[config.mk]
export PLATFORM = sky130hd
export DESIGN_NAME = ps2_key_scanner
export DESIGN_NICKNAME = d
export VERILOG_FILES = /design/src/rtl/ps2_key_scanner.sv
export SDC_FILE = /design/constraint.sdc
export NUM_CORES = 1
export LEC_CHECK = 0
export CORE_ASPECT_RATIO = 0.9
export CORE_MARGIN = 8
export CORE_UTILIZATION = 53
export CTS_CLUSTER_SIZE = 8
export DETAILED_ROUTE_END_ITERATION = 7
export PLACE_DENSITY_LB_ADDON = 0.2
export SLEW_MARGIN = 20
export SYNTH_ARGS = -nofsm -noshare
export SYNTH_HDL_FRONTEND = slang
export SYNTH_SLANG_ARGS = --single-unit
[constraint.sdc]
create_clock -name clk -period 2.54 [get_ports clk]
set_clock_uncertainty 0.1 [all_clocks]
set_input_delay 0.381 -clock clk [delete_from_list [all_inputs] [get_ports clk]]
set_output_delay 0.381 -clock clk [all_outputs]
set_load 0.02 [all_outputs]
[src/rtl/ps2_key_scanner.sv]
// PS/2 keyboard receiver with make/break decoding.
// Frames are received from the synchronised PS/2 lines. Each good byte is
// passed through the key-state FSM, which tracks the held key, the display
// enable and a two-digit BCD press counter for the 7-segment decoders.
module ps2_key_scanner #(
    parameter int TIMEOUT_CYC = 5000
) (
    input  logic       clk,
    input  logic       rst,
    input  logic       ps2_clk,
    input  logic       ps2_data,
    output logic [7:0] scan_code,
    output logic [7:0] key_cnt,
    output logic       disp_en,
    output logic       byte_vld,
    output logic [7:0] rx_byte,
    output logic       frame_err
);

    localparam int TO_W = $clog2(TIMEOUT_CYC + 1);
    localparam logic [TO_W-1:0] TO_MAX = TO_W'(TIMEOUT_CYC);

    localparam logic [7:0] CODE_EXT   = 8'hE0;
    localparam logic [7:0] CODE_BREAK = 8'hF0;

    typedef enum logic [1:0] {
        ST_IDLE  = 2'd0,
        ST_HELD  = 2'd1,
        ST_BREAK = 2'd2
    } key_state_t;

    // Odd parity over data and parity bit: the XOR of all nine bits is 1.
    function automatic logic odd_parity_ok(input logic [8:0] bits);
        return ^bits;
    endfunction

    // Two-digit BCD increment, wrapping 99 -> 00.
    function automatic logic [7:0] bcd_inc(input logic [7:0] v);
        logic [7:0] r;
        if (v[3:0] == 4'd9) begin
            r[3:0] = 4'd0;
            if (v[7:4] == 4'd9) begin
                r[7:4] = 4'd0;
            end else begin
                r[7:4] = v[7:4] + 4'd1;
            end
        end else begin
            r[3:0] = v[3:0] + 4'd1;
            r[7:4] = v[7:4];
        end
        return r;
    endfunction

    logic [2:0]      ps2_clk_sync_r;
    logic [2:0]      ps2_data_sync_r;
    logic            fall_s;
    logic            data_s;
    logic [3:0]      bit_cnt_r;
    logic [9:0]      shift_r;
    logic [TO_W-1:0] to_cnt_r;
    logic            frame_ok_s;
    logic            byte_vld_r;
    logic [7:0]      rx_byte_r;
    logic            frame_err_r;

    key_state_t      state_r;
    key_state_t      state_nxt_s;
    logic [7:0]      scan_code_r;
    logic [7:0]      scan_code_nxt_s;
    logic [7:0]      key_cnt_r;
    logic [7:0]      key_cnt_nxt_s;
    logic            disp_en_r;
    logic            disp_en_nxt_s;

    // Three-flop synchronisers; reset to the idle-high line level so no
    // false falling edge appears when reset is released.
    always_ff @(posedge clk) begin
        if (rst) begin
            ps2_clk_sync_r  <= 3'b111;
            ps2_data_sync_r <= 3'b111;
        end else begin
            ps2_clk_sync_r  <= {ps2_clk_sync_r[1:0], ps2_clk};
            ps2_data_sync_r <= {ps2_data_sync_r[1:0], ps2_data};
        end
    end

    assign fall_s = (ps2_clk_sync_r[2:1] == 2'b10);
    assign data_s = ps2_data_sync_r[2];

    // Frame is good when start is 0, the stop bit arriving now is 1 and
    // parity is odd. shift_r[0] holds the start bit, [8:1] data, [9] parity.
    assign frame_ok_s = (shift_r[0] == 1'b0) && (data_s == 1'b1) &&
                        odd_parity_ok(shift_r[9:1]);

    // Bit collection, frame check and partial-frame timeout. A falling edge
    // takes priority over an expiry in the same cycle.
    always_ff @(posedge clk) begin
        if (rst) begin
            bit_cnt_r   <= 4'd0;
            shift_r     <= 10'd0;
            to_cnt_r    <= '0;
            byte_vld_r  <= 1'b0;
            rx_byte_r   <= 8'h00;
            frame_err_r <= 1'b0;
        end else begin
            byte_vld_r  <= 1'b0;
            frame_err_r <= 1'b0;
            if (fall_s) begin
                to_cnt_r <= '0;
                if (bit_cnt_r == 4'd10) begin
                    bit_cnt_r <= 4'd0;
                    if (frame_ok_s) begin
                        byte_vld_r <= 1'b1;
                        rx_byte_r  <= shift_r[8:1];
                    end else begin
                        frame_err_r <= 1'b1;
                    end
                end else begin
                    shift_r   <= {data_s, shift_r[9:1]};
                    bit_cnt_r <= bit_cnt_r + 4'd1;
                end
            end else if (bit_cnt_r != 4'd0) begin
                if (to_cnt_r == TO_MAX) begin
                    bit_cnt_r <= 4'd0;
                    to_cnt_r  <= '0;
                end else begin
                    to_cnt_r <= to_cnt_r + TO_W'(1);
                end
            end else begin
                to_cnt_r <= '0;
            end
        end
    end

    // Key-state registers; they change only at the end of a byte_vld cycle.
    always_ff @(posedge clk) begin
        if (rst) begin
            state_r     <= ST_IDLE;
            scan_code_r <= 8'h00;
            key_cnt_r   <= 8'h00;
            disp_en_r   <= 1'b0;
        end else begin
            state_r     <= state_nxt_s;
            scan_code_r <= scan_code_nxt_s;
            key_cnt_r   <= key_cnt_nxt_s;
            disp_en_r   <= disp_en_nxt_s;
        end
    end

    // Make/break decoding: next state and next display values.
    always_comb begin
        state_nxt_s     = state_r;
        scan_code_nxt_s = scan_code_r;
        key_cnt_nxt_s   = key_cnt_r;
        disp_en_nxt_s   = disp_en_r;
        if (byte_vld_r && (rx_byte_r != CODE_EXT)) begin
            case (state_r)
                ST_IDLE: begin
                    if (rx_byte_r == CODE_BREAK) begin
                        state_nxt_s = ST_BREAK;
                    end else begin
                        scan_code_nxt_s = rx_byte_r;
                        disp_en_nxt_s   = 1'b1;
                        key_cnt_nxt_s   = bcd_inc(key_cnt_r);
                        state_nxt_s     = ST_HELD;
                    end
                end
                ST_HELD: begin
                    if (rx_byte_r == scan_code_r) begin
                        state_nxt_s = ST_HELD;
                    end else if (rx_byte_r == CODE_BREAK) begin
                        state_nxt_s = ST_BREAK;
                    end else begin
                        scan_code_nxt_s = rx_byte_r;
                        key_cnt_nxt_s   = bcd_inc(key_cnt_r);
                        state_nxt_s     = ST_HELD;
                    end
                end
                ST_BREAK: begin
                    if (rx_byte_r == scan_code_r) begin
                        disp_en_nxt_s = 1'b0;
                        state_nxt_s   = ST_IDLE;
                    end else if (disp_en_r) begin
                        state_nxt_s = ST_HELD;
                    end else begin
                        state_nxt_s = ST_IDLE;
                    end
                end
                default: begin
                    state_nxt_s = ST_IDLE;
                end
            endcase
        end else begin
            state_nxt_s = state_r;
        end
    end

    assign scan_code = scan_code_r;
    assign key_cnt   = key_cnt_r;
    assign disp_en   = disp_en_r;
    assign byte_vld  = byte_vld_r;
    assign rx_byte   = rx_byte_r;
    assign frame_err = frame_err_r;

endmodule

==> out/summary.md <==
The share of final-layout standard cells stronger than drive strength 1 was 0.0997; the average cell area after synthesis was 8.84 um^2. In this run the cell area of the synthesized design comes to 2790 um^2. The proportion of total power due to net switching was 0.206.

For the number of setup buffers added after CTS, the log shows 0. Counting along the longest clock path gives a buffer depth of 2. The total chip power is 1.92 mW. Cell chosen for the clock root: clkbuf_8.

The worst setup path is of the reg -> reg kind. The largest voltage drop on the vdd net was 0.398 mV; the clock-pin slew reported for the worst setup and hold paths after clock tree synthesis was 0.07 ns. For this run the aggregate overflow at the end of global routing stands at 0.

The later-pin clock latency in the skew report is 0.33 ns. Using the TritonRoute via totals, the vias-per-cell ratio works out to 5.39. Synthesis inferred 62 register bits. Total CTS buffers: 9.

The congestion estimate from routability-driven global placement came to 0.835. Port buffering added 30 buffers. The worst setup path is captured at a flip-flop. Along the worst path, the maximum fanout reaches 10. Sorting the synthesized cells by area gives the leading types as dfxtp_1, nor2_1, xor2_1, a21oi_1, nand2_1. The part of the total power dissipated in sequential elements was 0.513; the max-slew violation total from the final report was 0. The largest single stage delay on the critical path is 0.48 ns.

TritonCTS built the clock tree. The number of sinks handled by clock tree synthesis is 62. The detail-routed net length per standard cell is 13.2 um. The count of nets left with antenna violations once routing finished came out at 0.

The minimum clock period after layout was 2.08 ns; the effective utilization at floorplan was 0.541. Tightest slew margin relative to the limit: 0.664. The first detailed-routing pass ran for 4 iterations. The run gives 2.24 ns as the worst path arrival time.

Nature of the critical path startpoint: a flip-flop. Summed over all layers, the routed wires come to 5.50 mm. For the number of placed cells counting well taps, the log shows 403. The run gives 2.70 ns as the worst path required time. The part of the power in the clock network was 0.462; the total routing resource utilization after global routing was 0.146. The analysis attributes to cell leakage a power of 1.26 nW. Setup violations remaining at the end of the flow were counted as 0.

For this run, the leading register cell type out of synthesis is dfxtp_1. For this run, design rule violations remaining after detail routing come to 0. Gates resized during post-CTS repair numbered 0.

The tools report the sequential area share after synthesis as 0.444. Row generation in the floorplan step produced 25 rows. Setup repair after global routing left no endpoint under its margin. The number of vias after detailed routing came out at 2253. The min-delay analysis places its worst path in the category reg -> reg.

The final non-filler cell total was 418. The max-cap violation count was 0; the cell count after synthesis was 316. For this run, the number of Yosys warnings is 0. The area share of the leading cell type in the synthesized netlist is 0.444. The net switching power came out at 0.395 mW. The most repeated cell in the gate-level netlist after synthesis is dfxtp_1. For the final routed database, the setup TNS stands at 0 ns. The run gives 0 as the final-report hold violation count. The commonest cells after synthesis are dfxtp_1, nor2_1, nand2_1, a21oi_1, nand3_1. The number of global-route vias before repair was 2106. The flow ran to the end, and the final reports show no timing, DRC or antenna violations.

The die is 84.9 um tall. Slowest stage cell on the critical path: nor4_1. For the pin with the worst max-slew slack, the measured transition is 0.496 ns. The biggest area contributor in the post-synthesis netlist is dfxtp_1.

The total of fill cells in the finished design was 450. From synthesis to final layout, the design area changed by 19.3%. The final worst-path cycle share came out at 0.820. The region available for standard cell placement spans 5160 um^2.

The finished cells cover 3330 um^2. The placed instances occupy a cell area of 3120 um^2. The internal portion of the total power is 1.52 mW. Pin placement for this block handled 31 I/O pins.

Derived from the worst setup path, the maximum achievable clock frequency is 480 MHz. The initial antenna violation count was 0; the relative contribution of combinational cells to total power was 0.025. Detailed placement finished with a half-perimeter wire length of 3.88 mm.

The repair_antennas step left the layout with diodes totalling 0. Counting every net in the synthesized netlist gives 325. Buffers inserted to repair hold after CTS numbered 0. The run gives 7850 um^2 as the die outline area.

Wire length of the first global-routing pass: 9.44 mm. The signal on the critical path passes through xor2_1 > nor4_1 > and3_1 > buf_4 > o21ai_0 > a21oi_1. The number of distinct library cells after synthesis came out at 50.

The count of flip-flops with a built-in enable after synthesis was 0. The async set-or-reset flop fraction in the synthesized netlist is 0. For this design the ratio of total power to cell area is 576 nW/um^2. The iteration-0 DRC count of the detailed router was 139; the number of nets in the finished design was 356. The largest net degree at the start of global routing came out at 30.

The horizontal die dimension is 92.5 um. In this run the number of H-tree levels came out at 3.
[stage by stage]
stage / hold slack, ns / worst slack [ns] / utilization
3_5_place_dp: 0.297 / 0.476 / 0.605
3_3_place_gp: 0.293 / 0.531 / 0.605
5_1_grt: 0.331 / 0.236 / 0.646
2_1_floorplan: 0.289 / 0.539 / -
4_1_cts: 0.314 / 0.464 / 0.646
6_report: 0.310 / 0.456 / 0.646
[sequential cells by signal, summed over array words and instances (netlist names)]
name / flops
to_cnt_r: 13
shift_r: 10
key_cnt: 8
rx_byte: 8
scan_code: 8
bit_cnt_r: 4
ps2_clk_sync_r: 3
ps2_data_sync_r: 3
state_r: 2
byte_vld: 1
disp_en: 1
frame_err: 1
[final timing paths]
| kind | startpoint | end | slack, ns | cells after the start |
|---|---|---|---|---|
| max | rx_byte[6]$_SDFFE_PP0P_ | scan_code[6]$_SDFFE_PP0P_ | 0.46 | 6 |
| min | ps2_data_sync_r[0]$_SDFF_PP1_ | ps2_data_sync_r[1]$_SDFF_PP1_ | 0.31 | 1 |
| max reg2reg | rx_byte[6]$_SDFFE_PP0P_ | scan_code[6]$_SDFFE_PP0P_ | 0.46 | 6 |
| min reg2reg | ps2_data_sync_r[0]$_SDFF_PP1_ | ps2_data_sync_r[1]$_SDFF_PP1_ | 0.31 | 1 |
[cells by family after synthesis]
logic type,share of synthesized area
AOI/OAI and AO/OA,0.117
xor gates and xnor gates,0.0891
adders and majority gates,0.0224
buffers and inverters,0.0457
DFF,0.444
muxes,0.0448
and+or+nand+nor,0.237
[routing by layer]
metal | vias to the layer above | track usage | wire length [um]
met5 | - | 0 | 0
met4 | 0 | 0.0395 | 28
met3 | 4 | 0.0653 | 312
met2 | 46 | 0.243 | 2510
met1 | 1049 | 0.166 | 2650
li1 | 1154 | - | -
[worst max-delay path: cells and delay by family (launching register included)]
kind / cells / cell delay [ns]
flip-flops: 1 / 0.43
XOR/XNOR: 1 / 0.11
AND/OR/NAND/NOR: 2 / 0.90
buffers and inverters: 1 / 0.22
AO/OA/AOI/OAI: 2 / 0.26
[power by group through the flow]
stage	combinational [mW]	clock, mW	sequential, mW
2_1_floorplan	0.0413	0	1.00
3_3_place_gp	0.0475	0	1.00
3_5_place_dp	0.0486	0	1.00
4_1_cts	0.0490	0.913	0.983
5_1_grt	0.0543	0.957	0.983
6_report	0.0480	0.887	0.983
[area by class of cell]
cell class | instances | area, um^2 | area share
Sequential cell | 62 | 1240 | 0.373
Timing Repair Buffer | 35 | 333 | 0.0999
Clock buffer | 12 | 165 | 0.0496
Multi-Input combinational cell | 228 | 1430 | 0.428
Clock inverter | 3 | 42.5 | 0.0128
Tap cell | 67 | 83.8 | 0.0252
Inverter | 11 | 41.3 | 0.0124
[cells in the final DEF (no fill, tap or decap), drive strengths merged, types with 3 or more instances in the layout]
master and count:
a21oi 24, a41oi 3, and2 3, and3 3, buf 6, clkbuf 12, clkdlybuf4s50 29, dfxtp 62
ha 5, inv 11, mux2i 9, nand2 31, nand3 18, nand4 3, nor2 38, nor2b 5
nor4 4, o21ai 13, o31ai 5, or2 7, or3 5, xnor2 7, xor2 16
(Power assumes the default switching activity.)
